$ cat src/rtl/freq_meter_pkg.sv
// Shared definitions for the frequency meter.
//   fm_state_e      : measurement FSM states (IDLE, GATE, DONE)
//   GATE_CYCLES_DEF : default gate window length in clk cycles (1 s at 50 MHz)
//   CNT_W_DEF       : default width of the edge count result
package freq_meter_pkg;

  localparam int GATE_CYCLES_DEF = 50_000_000;
  localparam int CNT_W_DEF       = 27;

  typedef enum logic [1:0] {
    ST_IDLE = 2'd0,
    ST_GATE = 2'd1,
    ST_DONE = 2'd2
  } fm_state_e;

endpackage

$ cat src/rtl/freq_meter_sync.sv
// Two-flop synchronizer plus one history flop for rising-edge detection.
// Ports:
//   clk, reset : clock, asynchronous active-high reset
//   async_in   : signal asynchronous to clk
//   edge_out   : one-cycle pulse per synchronized rising edge
module freq_meter_sync (
  input  logic clk,
  input  logic reset,
  input  logic async_in,
  output logic edge_out
);

  logic sync1, sync2, prev;

  always_ff @(posedge clk or posedge reset) begin
    if (reset) begin
      sync1 <= 1'b0;
      sync2 <= 1'b0;
      prev  <= 1'b0;
    end else begin
      sync1 <= async_in;
      sync2 <= sync1;
      prev  <= sync2;
    end
  end

  assign edge_out = sync2 & ~prev;

endmodule

$ cat src/rtl/freq_meter.sv
// Gated frequency meter: on a start request, counts rising edges of sig_in
// over a window of exactly GATE_CYCLES clk cycles and presents the count
// with a valid/ack handshake.
// Parameters:
//   GATE_CYCLES : gate window length in clk cycles (>= 2)
//   CNT_W       : width of the edge count result
// Ports:
//   clk, reset  : clock, asynchronous active-high reset
//   sig_in      : measured signal (asynchronous)
//   start       : single-cycle request to start a measurement (IDLE only)
//   meas_ack    : consumer acknowledge of the pending result
//   meas_count  : edge count of the last completed window (held after ack)
//   meas_valid  : meas_count holds a new, unacknowledged result
//   busy        : measurement in progress or result pending
//   overflow    : only with FREQ_METER_OVF_EN defined; an edge arrived while
//                 the counter was saturated (counter saturates instead of
//                 wrapping in that build)
module freq_meter
  import freq_meter_pkg::*;
#(
  parameter int GATE_CYCLES = GATE_CYCLES_DEF,
  parameter int CNT_W       = CNT_W_DEF
) (
  input  logic             clk,
  input  logic             reset,
  input  logic             sig_in,
  input  logic             start,
  input  logic             meas_ack,
  output logic [CNT_W-1:0] meas_count,
  output logic             meas_valid,
  output logic             busy
`ifdef FREQ_METER_OVF_EN
  ,output logic            overflow
`endif
);

  localparam int GW = (GATE_CYCLES > 2) ? $clog2(GATE_CYCLES) : 1;
  localparam logic [GW-1:0] GATE_LAST = GW'(GATE_CYCLES - 1);

  fm_state_e        state;
  logic [GW-1:0]    gate_cnt;
  logic [CNT_W-1:0] edge_cnt;
  logic [CNT_W-1:0] edge_nxt;
  logic             edge_det;

  freq_meter_sync u_sync (
    .clk      (clk),
    .reset    (reset),
    .async_in (sig_in),
    .edge_out (edge_det)
  );

`ifdef FREQ_METER_OVF_EN
  logic ovf_acc;
  logic sat_hit;

  // Saturate at all-ones; remember any edge that was lost to saturation.
  assign sat_hit  = edge_det & (&edge_cnt);
  assign edge_nxt = (edge_det && !(&edge_cnt)) ? edge_cnt + 1'b1 : edge_cnt;
`else
  assign edge_nxt = edge_cnt + CNT_W'(edge_det);
`endif

  always_ff @(posedge clk or posedge reset) begin
    if (reset) begin
      state      <= ST_IDLE;
      gate_cnt   <= '0;
      edge_cnt   <= '0;
      meas_count <= '0;
      meas_valid <= 1'b0;
`ifdef FREQ_METER_OVF_EN
      ovf_acc    <= 1'b0;
      overflow   <= 1'b0;
`endif
    end else begin
      case (state)
        ST_IDLE: begin
          if (start) begin
            state    <= ST_GATE;
            gate_cnt <= '0;
            edge_cnt <= '0;
`ifdef FREQ_METER_OVF_EN
            ovf_acc  <= 1'b0;
`endif
          end
        end
        ST_GATE: begin
          edge_cnt <= edge_nxt;
          gate_cnt <= gate_cnt + 1'b1;
`ifdef FREQ_METER_OVF_EN
          ovf_acc  <= ovf_acc | sat_hit;
`endif
          // Last window cycle: its own edge is folded into the result.
          if (gate_cnt == GATE_LAST) begin
            meas_count <= edge_nxt;
            meas_valid <= 1'b1;
`ifdef FREQ_METER_OVF_EN
            overflow   <= ovf_acc | sat_hit;
`endif
            state      <= ST_DONE;
          end
        end
        ST_DONE: begin
          if (meas_ack) begin
            meas_valid <= 1'b0;
`ifdef FREQ_METER_OVF_EN
            overflow   <= 1'b0;
`endif
            state      <= ST_IDLE;
          end
        end
        default: state <= ST_IDLE;
      endcase
    end
  end

  assign busy = (state != ST_IDLE);

endmodule

$ cat config.mk
export PLATFORM = sky130hd
export DESIGN_NAME = freq_meter
export DESIGN_NICKNAME = d
export VERILOG_FILES = /design/src/rtl/freq_meter_pkg.sv /design/src/rtl/freq_meter_sync.sv /design/src/rtl/freq_meter.sv
export SDC_FILE = /design/constraint.sdc
export NUM_CORES = 1
export LEC_CHECK = 0
export CORE_ASPECT_RATIO = 1.4
export CORE_MARGIN = 8
export CORE_UTILIZATION = 58
export CTS_CLUSTER_SIZE = 20
export DETAILED_ROUTE_END_ITERATION = 8
export PLACE_DENSITY = 0.82
export SLEW_MARGIN = 20
export SYNTH_ARGS = -nofsm -noshare
export SYNTH_HDL_FRONTEND = slang
export SYNTH_HIERARCHICAL = 1
export SYNTH_SLANG_ARGS = --single-unit
$ cat constraint.sdc
create_clock -name clk -period 3.05 [get_ports clk]
set_clock_uncertainty 0.05 [all_clocks]
set_input_delay 0.305 -clock clk [delete_from_list [all_inputs] [get_ports clk]]
set_output_delay 0.305 -clock clk [all_outputs]
set_load 0.02 [all_outputs]
==> flow_summary.ini <==
[run_status]
status = finished, final reports clean

[setup_path]
end_kind = register
ff2ff_path_depth = 8
cp.arrival_ns = 2.71
regToRegEndpoint = edge_cnt[10]$_DFFE_PP0P_
start_kind = register
slowest_stage = nor2_1
crit_chain = nor2b_4, ha_1, ha_1, nand3_1, nor2_1, and3_1, xnor2_1, o21ai_0
critPathKind = register to register
r2r-start = u_sync/prev$_DFF_PP0_
r2r_setup_slack_ns = 0.51
crit_top_cell = ha_1
crit_required_ns = 3.22
cp_max_fo = 9
cp_slowest_stage_delay_ns = 0.52

[route]
first_pass_iters = 5
wl_per_cell_um = 16.0
vias_per_cell = 5.91
drtIter0Drc = 176
routed_wl_mm = 9.20
ant_nets = 0
drc = 0
vias = 3397

[die]
floorplan.initialDensity_pct = 58.9
dieHeight_um = 117
die_w_um = 88.4
die_area_um2 = 10400
num_io_pins = 34
placementRows = 37
coreArea_um2 = 7220

[grt]
overflow = 0
grt_start_max_net_pins = 84
grt_pass1_wl_mm = 15.9
grtUsageMet2_pct = 32.6
use_met1_pct = 22.2
grt_usage_pct = 19.2
use_met3_pct = 3.56
grt-busiest-layer = met2
grt_pass1_vias = 3322
grt_antenna_before_repair = 0

[pwr]
power.switching_mw = 0.738
ir_worst_vdd_v = 0.000446
cellPowerDensity_nw_per_um2 = 540
p_seq_share_pct = 55.0
clockPowerShare_pct = 33.0
p_total_mw = 2.62
power_switching_share_pct = 28.2
leakage_nw = 1.99
power_frac_comb_pct = 11.9
intPower_mw = 1.88

[clock_tree]
clockRootBuffer = clkbuf_8
ctsResizeCount = 0
clock_path_buffers = 2
cts_inserted_buffers = 9
cts_setup_buffers = 0
worstSkewPairLatency_ns = 0.36
path_clk_slew_ns = 0.08
htreeDepth = 3
cts_hold_buffers = 0
cts_tree = done
cts_sinks = 86

[finish]
drive_gt1_share_pct = 10.7
area_growth_pct = 14.0
fill_cells = 588
diodes = 0
regArea_um2 = 2150
multiInputGateArea_um2 = 1930
fin_nets = 481
instances_no_fill = 575

[logic_synthesis]
syn-cell-area_um2 = 4260
avgSynthCellArea_um2 = 9.54
async_reset_ff_share_pct = 100
ys_warn_count = 6
synthCells = 446
seq_area_frac_synth_pct = 50.6
ys_ff_latch = 86
synth.net_count = 454
synth.distinct_cells = 45
synth_edf_count = 0
synthFlopType = dfrtp_1

[sta]
finalWorstPathRequiredPeriod_ns = 2.54
drv_slew = 0
max_slew.worst_pin.slew_ns = 0.682
rsz0062_at_grt = no
finalCritPeriodShare_pct = 83.2
relSlewSlack_pct = 54.2
setup_tns_ns = 0
layout_setup_ws_ns = 0.513
hold_viol = 0
setup_viol = 0
hold_ws_ns = 0.112
clock.fmax_mhz = 394

[placement]
place_congestion = 0.844
dp_cells = 559
place_ws_ns = 0.588
hpwl_mm = 6.27
io_buffers = 33

[worst_hold_path]
hold_path.class = input pin to async pin

[run]
maxCapViolations = 0
[sequential cells by signal, indices dropped and copies added, names as in the netlist]
| name | count |
|---|---|
| edge_cnt | 27 |
| meas_count | 27 |
| gate_cnt | 26 |
| state | 2 |
| meas_valid | 1 |
| u_sync/prev | 1 |
| u_sync/sync1 | 1 |
| u_sync/sync2 | 1 |
[cell families after synthesis]
kind of cell | count (synthesis) | synth area share (%)
multiplexers | 9 | 2.15
adder cells (fa/ha/maj) | 3 | 0.882
flip-flops | 86 | 50.6
XOR/XNOR | 25 | 5.14
buffers and inverters | 32 | 4.23
AO/OA/AOI/OAI | 105 | 15.0
AND/OR/NAND/NOR | 186 | 22.0
[final cells by class]
cell class,instances,share of cell area [%]
Sequential cell,86,44.3
Multi-Input combinational cell,328,39.9
Timing Repair Buffer,41,8.30
Clock buffer,11,2.71
Tap cell,97,2.50
Clock inverter,5,1.73
Inverter,7,0.567
[power groups by stage]
stage	Sequential, mW	Clock, mW	Combinational, mW
final	1.44	0.866	0.313
after global routing	1.47	0.929	0.356
after CTS	1.44	0.884	0.318
after detailed placement	1.46	0	0.314
after global placement	1.45	0	0.299
after floorplan	1.39	0	0.284
[critical path: cells and delay by family, from the launching register on]
family          cells  cell delay (ns)
simple gates        4             1.16
xor+xnor            1             0.18
fa+ha+maj           2             0.47
compound gates      1             0.14
flops               1             0.40
[cell usage after synthesis, types with 2 or more instances]
cell | n | area [um^2]
a21oi_1 | 18 | 90.1
a22o_1 | 3 | 26.3
a31oi_1 | 4 | 25.0
and2_1 | 5 | 31.3
and3_1 | 3 | 18.8
and4_1 | 3 | 26.3
and4_2 | 3 | 30.0
buf_1 | 2 | 7.51
buf_2 | 3 | 15.0
buf_4 | 2 | 15.0
buf_6 | 3 | 33.8
clkbuf_1 | 13 | 48.8
dfrtp_1 | 86 | 2150
ha_1 | 3 | 37.5
inv_1 | 7 | 26.3
mux2i_1 | 8 | 80.1
nand2_1 | 66 | 248
nand2b_1 | 2 | 12.5
nand3_1 | 34 | 170
nand4_1 | 16 | 100
nor2_1 | 32 | 120
nor3_1 | 7 | 35.0
nor4_1 | 2 | 12.5
o211ai_1 | 4 | 30.0
o21ai_0 | 43 | 215
o21ai_1 | 3 | 15.0
o21ai_2 | 12 | 105
o22ai_1 | 3 | 18.8
o31ai_1 | 13 | 97.6
or2_2 | 4 | 25.0
or4_4 | 2 | 22.5
xnor2_1 | 11 | 96.3
xor2_1 | 14 | 123
[layer usage]
metal	vias up	wire length, um
met1	1660	3740
met3	18	340
met4	0	210
met2	77	4910
li1	1642	-
met5	-	0
[per-stage QoR]
stage          util [%]  cell area (um^2)
2_1_floorplan         -              4260
3_3_place_gp       64.2              4640
3_5_place_dp       64.2              4640
4_1_cts            67.2              4850
5_1_grt            67.2              4850
6_report           67.2              4850
[how the worst max path moves through the flow]
stage / startpoint / end / slack (ns) / cells past startpoint
floorplan: reset / edge_cnt[0]$_DFFE_PP0P_ / 0.56 / 1
finish: u_sync/prev$_DFF_PP0_ / edge_cnt[10]$_DFFE_PP0P_ / 0.51 / 8
CTS: u_sync/prev$_DFF_PP0_ / edge_cnt[10]$_DFFE_PP0P_ / 0.51 / 8
global route: u_sync/sync2$_DFF_PP0_ / edge_cnt[10]$_DFFE_PP0P_ / 0.28 / 8
detailed placement: u_sync/prev$_DFF_PP0_ / edge_cnt[10]$_DFFE_PP0P_ / 0.59 / 8
global placement: u_sync/prev$_DFF_PP0_ / edge_cnt[10]$_DFFE_PP0P_ / 0.70 / 8
[cell usage in the layout, fill, tap and decap left out, types with 8 or more instances in the layout]
cell type,instances
a21oi_1,18
clkbuf_8,9
clkdlybuf4s50_1,33
dfrtp_1,86
mux2i_1,8
nand2_1,66
nand3_1,34
nand4_1,16
nor2_1,32
o21ai_0,43
o21ai_2,12
o31ai_1,13
xnor2_1,11
xor2_1,14
Note: power is estimated with default switching activity, not from simulation.
